File: config.mk
export PLATFORM = sky130hd
export DESIGN_NAME = seq_nibble_adder
export DESIGN_NICKNAME = d
export VERILOG_FILES = /design/src/rtl/seq_nibble_adder_pkg.sv /design/src/rtl/adder_4bit.sv /design/src/rtl/seq_nibble_adder.sv
export SDC_FILE = /design/constraint.sdc
export NUM_CORES = 1
export LEC_CHECK = 0
export ABC_AREA = 1
export CAP_MARGIN = 20
export CORE_ASPECT_RATIO = 0.75
export CORE_MARGIN = 4
export CORE_UTILIZATION = 50
export DETAILED_ROUTE_END_ITERATION = 8
export MAX_ROUTING_LAYER = met4
export PLACE_DENSITY = 0.88
export SLEW_MARGIN = 15
export SYNTH_ARGS = -nofsm -noshare
export SYNTH_HDL_FRONTEND = slang
export SYNTH_HIERARCHICAL = 1
export SYNTH_SLANG_ARGS = --single-unit
File: constraint.sdc
create_clock -name clk -period 6.3 [get_ports clk]
set_input_delay 1.26 -clock clk [delete_from_list [all_inputs] [get_ports clk]]
set_output_delay 1.26 -clock clk [all_outputs]
set_load 0.01 [all_outputs]
File: src/rtl/seq_nibble_adder_pkg.sv
// Shared types for the sequential nibble adder: FSM state encoding and nibble width.
// Optional subtract support is enabled by the SEQ_NIBBLE_ADDER_SUB_EN macro in the top.
`timescale 1ns/1ps
package seq_nibble_adder_pkg;

  localparam int NIBBLE_W = 4;

  typedef logic [NIBBLE_W-1:0] nibble_t;

  typedef enum logic [1:0] {
    IDLE = 2'd0,
    ADD  = 2'd1,
    DONE = 2'd2
  } seq_add_state_t;

endpackage

File: src/rtl/adder_4bit.sv
// Combinational 4-bit ripple adder slice shared by every nibble of a wide add.
`timescale 1ns/1ps
module adder_4bit
  import seq_nibble_adder_pkg::*;
(
  input  nibble_t a,
  input  nibble_t b,
  input  logic    cin,
  output nibble_t sum,
  output logic    cout
);

  logic [NIBBLE_W:0] total;

  assign total = (NIBBLE_W+1)'(a) + (NIBBLE_W+1)'(b) + (NIBBLE_W+1)'(cin);
  assign sum   = total[NIBBLE_W-1:0];
  assign cout  = total[NIBBLE_W];

endmodule

File: src/rtl/seq_nibble_adder.sv
// Multi-cycle adder: one shared 4-bit slice processes a nibble per clock, LSB first.
// Define SEQ_NIBBLE_ADDER_SUB_EN to add a 'subtract' input (sum = A - B, carry_out = no borrow).
`timescale 1ns/1ps
module seq_nibble_adder
  import seq_nibble_adder_pkg::*;
#(
  parameter int NUM_NIBBLES = 4
) (
  input  logic                            clk,
  input  logic                            n_rst,
  input  logic                            start,
  input  logic [NIBBLE_W*NUM_NIBBLES-1:0] op_a,
  input  logic [NIBBLE_W*NUM_NIBBLES-1:0] op_b,
  input  logic                            carry_in,
`ifdef SEQ_NIBBLE_ADDER_SUB_EN
  input  logic                            subtract,
`endif
  output logic                            busy,
  output logic                            done,
  output logic [NIBBLE_W*NUM_NIBBLES-1:0] sum,
  output logic                            carry_out
);

  localparam int IDX_W = $clog2(NUM_NIBBLES);
  localparam logic [IDX_W-1:0] LAST_IDX = IDX_W'(NUM_NIBBLES - 1);

  seq_add_state_t state_q, state_d;
  logic [IDX_W-1:0] idx_q, idx_d;
  logic [NUM_NIBBLES-1:0][NIBBLE_W-1:0] a_q, a_d;
  logic [NUM_NIBBLES-1:0][NIBBLE_W-1:0] b_q, b_d;
  logic [NUM_NIBBLES-1:0][NIBBLE_W-1:0] sum_q, sum_d;
  logic carry_q, carry_d;
  logic cout_q, cout_d;

  nibble_t slice_sum;
  logic    slice_cout;
  logic    accept;

  adder_4bit u_slice (
    .a    (a_q[idx_q]),
    .b    (b_q[idx_q]),
    .cin  (carry_q),
    .sum  (slice_sum),
    .cout (slice_cout)
  );

  // Captured operands for a new request; subtraction is folded into B and the carry here
  // so the datapath below never needs to know which operation is in flight.
  logic [NIBBLE_W*NUM_NIBBLES-1:0] cap_b;
  logic                            cap_cin;

`ifdef SEQ_NIBBLE_ADDER_SUB_EN
  assign cap_b   = subtract ? ~op_b : op_b;
  assign cap_cin = subtract ? 1'b1  : carry_in;
`else
  assign cap_b   = op_b;
  assign cap_cin = carry_in;
`endif

  // NOTE: every signal written here gets a default first, so no path leaves it unassigned
  // and no latch is inferred.
  always_comb begin
    state_d = state_q;
    idx_d   = idx_q;
    a_d     = a_q;
    b_d     = b_q;
    sum_d   = sum_q;
    carry_d = carry_q;
    cout_d  = cout_q;
    accept  = 1'b0;

    case (state_q)
      IDLE: begin
        accept = start;
      end
      ADD: begin
        sum_d[idx_q] = slice_sum;
        carry_d      = slice_cout;
        if (idx_q == LAST_IDX) begin
          state_d = DONE;
          cout_d  = slice_cout;
        end else begin
          idx_d = idx_q + 1'b1;
        end
      end
      DONE: begin
        accept  = start;
        state_d = IDLE;
      end
      default: state_d = IDLE;
    endcase

    if (accept) begin
      state_d = ADD;
      idx_d   = '0;
      a_d     = op_a;
      b_d     = cap_b;
      carry_d = cap_cin;
      sum_d   = '0;
      cout_d  = 1'b0;
    end
  end

  // NOTE: state is updated with non-blocking assignments so every flop samples the
  // pre-edge values of the others, independent of statement order.
  always_ff @(posedge clk or negedge n_rst) begin
    if (!n_rst) begin
      state_q <= IDLE;
      idx_q   <= '0;
      a_q     <= '0;
      b_q     <= '0;
      sum_q   <= '0;
      carry_q <= 1'b0;
      cout_q  <= 1'b0;
    end else begin
      state_q <= state_d;
      idx_q   <= idx_d;
      a_q     <= a_d;
      b_q     <= b_d;
      sum_q   <= sum_d;
      carry_q <= carry_d;
      cout_q  <= cout_d;
    end
  end

  assign busy      = (state_q == ADD);
  assign done      = (state_q == DONE);
  assign sum       = sum_q;
  assign carry_out = cout_q;

endmodule
# Yosys cells after proc, flatten, opt, wreduce, memory -nomap -nowiden
# Cells that the tools add are included.
word_totals:
  word_cells: 56
  out_inout_bits: 19
  ff_bits: 54
  input_bits: 36
op_classes:
  eq_ne: 6
  order_cmp: 2
  mux: 21
  n_reduce_logical: 8
  n_addsub: 3
op_table:
  columns: ["op", "n"]
  rows:
  - ["16-bit 2-to-1 mux", 2]
  - ["4-bit binary-select mux with 2-bit select", 2]
  - ["16-bit bitwise mux", 1]
  - ["4-bit 2-to-1 mux", 3]
  - ["2-bit 2-to-1 mux", 5]
  - ["4-bit demux with 2-bit select", 1]
  - ["1-bit 2-to-1 mux", 6]
  - ["2-bit AND reduction", 3]
  - ["4-bit by 4-bit adder with 5-bit output", 1]
  - ["5-bit by 1-bit adder with 5-bit output", 1]
  - ["2-bit == test (second input constant)", 2]
  - ["2-bit inequality test (second input constant)", 2]
  - ["2-bit one-hot mux with 2 select lines", 1]
  - ["2-bit nonzero test", 2]
  - ["2-bit by 3-bit less-than comparator with 1-bit output (second input constant)", 1]
  - ["3-bit by 1-bit inequality test with 1-bit output (second input constant)", 1]
  - ["2-bit by 1-bit adder with 2-bit output (second input constant)", 1]
  - ["2-bit by 1-bit == test with 1-bit output (second input constant)", 1]
  - ["2-bit by 1-bit greater-or-equal comparator with 1-bit output (second input constant)", 1]
  - ["2-bit logical NOT", 1]
  - ["2-bit OR reduction", 1]
  - ["1-bit logical AND", 1]

# Longest topological paths before layout
logic_depth:
  depth_word: 7
  depth_mapped: 13
  mapped_depth_nobuf: 11

# Hierarchy
# Netlist, hierarchy kept.
by_module_without_submodules:
  columns: ["mod", "seq_area_each_um2", "area_each_um2", "instances", "cells_per_inst"]
  rows:
  - ["seq_nibble_adder", 1351.3, 2463.6, 1, 297]
  - ["adder_4bit", 0.0, 165.2, 1, 25]

# Least setup slack after synthesis
# Ideal clock, no wire load.
synth_timing:
  kind: "register -> register"
  startpoint: "register idx_q[0]"
  endpoint: "register sum_q, in the netlist sum[13]"
  arrival_time_ns: 2.149
  setup_ns: 0.066
  n_path_buf: 2
  slack_ns: 4.085
  synth_period_minus_slack_ns: 2.215
  required_time_ns: 6.234
  path_stages_with_launch: 13
  cell_sequence: "dfrtp_1 -> buf_4 -> inv_2 -> buf_2 -> nand2_1 -> o211ai_1 -> nand2_1 -> fa_1 -> inv_1 -> fa_1 -> inv_1 -> nand3_1 -> nand2_1"
synth_via:
  elab_chain_cells: 7
  word_cells_on_any_way: 14
  cone_classes: "add/sub (2); order compare (2); mux (9); reduce/logical (1)"
synth_lines:
  columns: ["element", "line", "text"]
  rows:
  - ["from (decl)", "seq_nibble_adder.sv:28", "logic [IDX_W-1:0] idx_q, idx_d;"]
  - ["from (signal assigned)", "seq_nibble_adder.sv:117", "idx_q <= idx_d;"]
  - ["4-bit binary-select mux with 2-bit select, on equally long branches", "seq_nibble_adder.sv:40, seq_nibble_adder.sv:41", null]
  - ["4-bit 2-to-1 mux, on equally long branches", "seq_nibble_adder.sv:40, seq_nibble_adder.sv:41", null]
  - ["4-bit by 4-bit adder with 5-bit output *", "adder_4bit.sv:15", "assign total = (NIBBLE_W+1)'(a) + (NIBBLE_W+1)'(b) + (NIBBLE_W+1)'(cin);"]
  - ["5-bit by 1-bit adder with 5-bit output *", "adder_4bit.sv:15", null]
  - ["net slice_sum[1]", "seq_nibble_adder.sv:35", "nibble_t slice_sum;"]
  - ["16-bit bitwise mux *", "seq_nibble_adder.sv:77", "sum_d[idx_q] = slice_sum;"]
  - ["16-bit 2-to-1 mux *", "seq_nibble_adder.sv:72", "case (state_q)"]
  - ["16-bit 2-to-1 mux *", "seq_nibble_adder.sv:93", "if (accept) begin"]
  - ["to (signal assigned)", "seq_nibble_adder.sv:120", "sum_q <= sum_d;"]
  - ["to (decl)", "seq_nibble_adder.sv:31", "logic [NUM_NIBBLES-1:0][NIBBLE_W-1:0] sum_q, sum_d;"]
# Mark *: on every way through the listed nets, which the timed path passes. The rest lies on a longest branch. The select of a mux whose other input is x is not followed.
# A chain may end at the register's enable or synchronous reset.

# Worst setup path after layout
layout_timing:
  startpoint: "register state_q[0]"
  endpoint: "output busy"
layout_via:
  elab_chain_cells: 1
layout_lines:
  columns: ["element", "line", "text"]
  rows:
  - ["from (decl)", "seq_nibble_adder.sv:27", "seq_add_state_t state_q, state_d;"]
  - ["from (signal assigned)", "seq_nibble_adder.sv:116", "state_q <= state_d;"]
  - ["2-bit by 1-bit == test with 1-bit output", "seq_nibble_adder.sv:126", "assign busy = (state_q == ADD);"]
  - ["to (decl)", "seq_nibble_adder.sv:18", "output logic busy,"]
# Every way passes these cells.

==> impl_metrics.prom <==
# TYPE chip_impl_metric gauge
chip_impl_metric{name="routabilityCongestion",unit=""} 0.844
chip_impl_metric{name="worst_skew_pair.late_latency",unit="ns"} 0.31
chip_impl_metric{name="initialDrtViolationCount",unit=""} 186
chip_impl_metric{name="synth-seq-area-share",unit="%"} 51.4
chip_impl_metric{name="die_x",unit="microns"} 91.7
chip_impl_metric{name="worst-slew-pin-transition",unit="ns"} 0.639
chip_impl_metric{name="netSwitchingFraction",unit="%"} 45.2
chip_impl_metric{name="maxClockFrequency",unit="MHz"} 329
chip_impl_metric{name="fraction_of_post_synthesis_cell_area_in_the_top_cell_type_by_area",unit="%"} 51.4
chip_impl_metric{name="worst_clock_skew",unit="ns"} 0.00946
chip_impl_info{name="most_crowded_layer_after_global_routing",value="met2"} 1
chip_impl_metric{name="slew_violations",unit=""} 0
chip_impl_metric{name="layout-area-overhead-vs-synth",unit="%"} 24.4
chip_impl_metric{name="finalSetupViolations",unit=""} 0
chip_impl_metric{name="cts_buffers",unit=""} 5
chip_impl_metric{name="drt.antenna.violating_nets",unit=""} 0
chip_impl_metric{name="htree_num_levels",unit=""} 2
chip_impl_metric{name="io_pins",unit=""} 55
chip_impl_metric{name="post-layout-total-power",unit="mW"} 1.76
chip_impl_metric{name="nets",unit=""} 415
chip_impl_metric{name="timing.max_slew.rel_slack",unit="%"} 57.3
chip_impl_metric{name="placed_cells_incl_taps",unit=""} 435
chip_impl_metric{name="required",unit="ns"} 5.04
chip_impl_metric{name="grt_start_max_net_pins",unit=""} 49
chip_impl_metric{name="floorplan.core_area",unit="sq um"} 4980
chip_impl_metric{name="fin_ws",unit="ns"} 3.26
chip_impl_metric{name="mappedNetlistArea",unit="sq um"} 2630
chip_impl_metric{name="cp_slowest_stage_delay",unit="ns"} 0.60
chip_impl_info{name="cts_tree",value="done"} 1
chip_impl_metric{name="postRouteWirelength",unit="mm"} 5.68
chip_impl_info{name="synth.top_cells.by_area",value="sky130_fd_sc_hd__dfrtp_1 51%, sky130_fd_sc_hd__nand2_1 20%, sky130_fd_sc_hd__nand3_1 6.3%"} 1
chip_impl_metric{name="totalNegativeSetupSlack",unit="ns"} 0
chip_impl_metric{name="synth_enable_flop_cells",unit=""} 0
chip_impl_metric{name="drt_drc_violations_left",unit=""} 0
chip_impl_metric{name="power.switching",unit="mW"} 0.796
chip_impl_metric{name="clock_sinks",unit=""} 54
chip_impl_metric{name="share_comb_of_total_power",unit="%"} 54.0
chip_impl_metric{name="max-vdd-ir-drop",unit="V"} 0.000264
chip_impl_metric{name="cell_area_power_density",unit="nW/um^2"} 539
chip_impl_metric{name="post-cts-setup-buffer-count",unit=""} 0
chip_impl_info{name="synthDominantAreaCellType",value="sky130_fd_sc_hd__dfrtp_1"} 1
chip_impl_metric{name="vias_per_cell",unit=""} 5.02
chip_impl_metric{name="place_hpwl",unit="mm"} 4.13
chip_impl_metric{name="grt_antenna_before_repair",unit=""} 0
chip_impl_metric{name="die_height",unit="microns"} 70.8
chip_impl_metric{name="global_route.usage.total",unit="%"} 19.1
chip_impl_metric{name="intPower",unit="mW"} 0.965
chip_impl_metric{name="std_cell_rows",unit=""} 22
chip_impl_metric{name="postSynthNetCount",unit=""} 367
chip_impl_metric{name="nFillCells",unit=""} 429
chip_impl_metric{name="layoutNonFillerInstCount",unit=""} 443
chip_impl_info{name="start_kind",value="flip-flop"} 1
chip_impl_metric{name="route.vias.total",unit=""} 2225
chip_impl_info{name="timing.critical_path.slowest_stage_cell",value="sky130_fd_sc_hd__clkdlybuf4s50_1"} 1
chip_impl_metric{name="critPathArrivalTime",unit="ns"} 1.78
chip_impl_info{name="setup.worst_path.class",value="reg2out"} 1
chip_impl_metric{name="fin_worst_hold_slack",unit="ns"} 0.488
chip_impl_metric{name="cts-resized-gates",unit=""} 0
chip_impl_metric{name="cts-hold-fix-buffers",unit=""} 0
chip_impl_metric{name="power.sequential.fraction",unit="%"} 33.1
chip_impl_metric{name="routing_usage_on_met3",unit="%"} 3.72
chip_impl_metric{name="gr-total-overflow",unit=""} 0
chip_impl_metric{name="postSynthRegisterBits",unit=""} 54
chip_impl_metric{name="effective_utilization_at_floorplan",unit="%"} 52.8
chip_impl_metric{name="postSynth.asyncResetShare",unit="%"} 100
chip_impl_metric{name="p_leak",unit="nW"} 1.70
chip_impl_metric{name="wl_per_cell",unit="microns"} 12.8
chip_impl_info{name="yosysMostFrequentCell",value="sky130_fd_sc_hd__nand2_1"} 1
chip_impl_metric{name="grtUsageMet1",unit="%"} 25.9
chip_impl_metric{name="ctsLongestPathBuffers",unit=""} 2
chip_impl_metric{name="placement.io_buffers",unit=""} 54
chip_impl_info{name="synth_flop_cell",value="sky130_fd_sc_hd__dfrtp_1"} 1
chip_impl_metric{name="timing_hold_violations_final",unit=""} 0
chip_impl_metric{name="post_synth_inst_count",unit=""} 322
chip_impl_metric{name="synth.avg_cell_area",unit="sq um"} 8.16
chip_impl_metric{name="pre_cts_slack",unit="ns"} 3.31
chip_impl_metric{name="layout-drive-gt1-share",unit="%"} 4.58
chip_impl_info{name="status",value="finished clean"} 1
chip_impl_info{name="worst_setup_path_end_kind",value="output port"} 1
chip_impl_metric{name="die_area",unit="sq um"} 6490
chip_impl_metric{name="timing.critical_path.fanout_max",unit=""} 8
chip_impl_info{name="path_cells",value="inv_4, nor2_2, clkdlybuf4s50_1"} 1
chip_impl_metric{name="first_global_vias",unit=""} 2212
chip_impl_metric{name="global_route.usage.met2",unit="%"} 29.7
chip_impl_info{name="min-delay-path-class",value="reg2reg"} 1
chip_impl_metric{name="grt_first_pass_wirelength",unit="mm"} 9.83
chip_impl_metric{name="clkSlewWorstSetupHoldPaths",unit="ns"} 0.10
chip_impl_metric{name="p_clk_share",unit="%"} 12.9
chip_impl_metric{name="ys.warnings.count",unit=""} 6
chip_impl_metric{name="detailedRoute.firstPassIterationCount",unit=""} 4
chip_impl_info{name="synth_common_cells",value="137 x sky130_fd_sc_hd__nand2_1, 54 x sky130_fd_sc_hd__dfrtp_1, 33 x sky130_fd_sc_hd__nand3_1"} 1
chip_impl_info{name="rsz0062_at_grt",value="false"} 1
chip_impl_metric{name="antenna-diode-count",unit=""} 0
chip_impl_metric{name="max_cap_violations",unit=""} 0
chip_impl_metric{name="period_share",unit="%"} 48.2
chip_impl_info{name="cts_root_buf",value="sky130_fd_sc_hd__clkbuf_8"} 1
chip_impl_metric{name="synthDistinctLibCells",unit=""} 21
chip_impl_metric{name="period_needed",unit="ns"} 3.04
==> sequential cells by signal (all words and copies together) (netlist names) <==
register	count
a_q	16
b_q	16
carry_out	1
carry_q	1
idx_q	2
state_q	2
sum	16
==> through the flow <==
step                instance area, sq um  utilization (%)
global placement                    3140             63.1
finish                              3270             65.6
CTS                                 3270             65.6
global route                        3270             65.6
detailed placement                  3160             63.5
floorplan                           2630                -
==> final cells by class <==
class                      instances  area (sq um)  area share (%)
sequential                        54          1350            41.3
tap                               72          90.1            2.75
inverter                          25          96.3            2.95
clock inverter                     3          40.0            1.22
timing repair buffer              55           556            17.0
clock buffer                       5          68.8            2.10
multi-input combinational        229          1070            32.7
==> power groups by stage <==
stage          clock network [mW]  logic (mW)  registers [mW]
2_1_floorplan                   0       0.674           0.574
3_3_place_gp                    0       0.884           0.584
3_5_place_dp                    0       0.929           0.590
4_1_cts                     0.231       0.932           0.584
5_1_grt                     0.244        1.07           0.602
6_report                    0.227       0.951           0.584
==> layout by cell type (no fill, tap or decap), types with 5 or more instances in the layout <==
master,n
sky130_fd_sc_hd__nor2_1,18
sky130_fd_sc_hd__clkdlybuf4s50_1,53
sky130_fd_sc_hd__clkbuf_8,5
sky130_fd_sc_hd__dfrtp_1,54
sky130_fd_sc_hd__nand2_1,137
sky130_fd_sc_hd__o211ai_1,8
sky130_fd_sc_hd__o21ai_0,8
sky130_fd_sc_hd__o21ai_1,9
sky130_fd_sc_hd__nand3_1,33
sky130_fd_sc_hd__ha_1,7
sky130_fd_sc_hd__inv_1,20
==> logic make-up after synthesis <==
family,after synthesis,share of synthesized area (%)
buffers and inverters,39,7.95
XOR/XNOR,1,0.333
flip-flops,54,51.4
AO/OA/AOI/OAI,27,5.90
AND/OR/NAND/NOR,192,29.6
adder cells (fa/ha/maj),9,4.85
==> final timing paths <==
| path | start | end | slack, ns | cells past startpoint |
|---|---|---|---|---|
| min | b_q[12] | b_q[12] | 0.49 | 2 |
| max in group asynchronous | n_rst | b_q[12] | 4.84 | 2 |
| max | state_q[0] | busy | 3.26 | 3 |
| min in group asynchronous | n_rst | carry_out | 0.91 | 1 |
| max reg2reg | idx_q[0] | sum[13] | 3.56 | 9 |
| min reg2reg | b_q[12] | b_q[12] | 0.49 | 2 |
==> layer usage <==
metal,up-vias,part of all wire (%)
li1,1109,-
met3,6,6.1
met4,0,0.90
met2,79,44
met1,1031,49
met5,-,0
==> critical path: cells and delay by family (launching register included) <==
kind,cells,cell delay (ns)
buffers and inverters,2,0.67
flip-flops,1,0.53
AND/OR/NAND/NOR,1,0.27
Note: power is estimated with default switching activity, not from simulation.
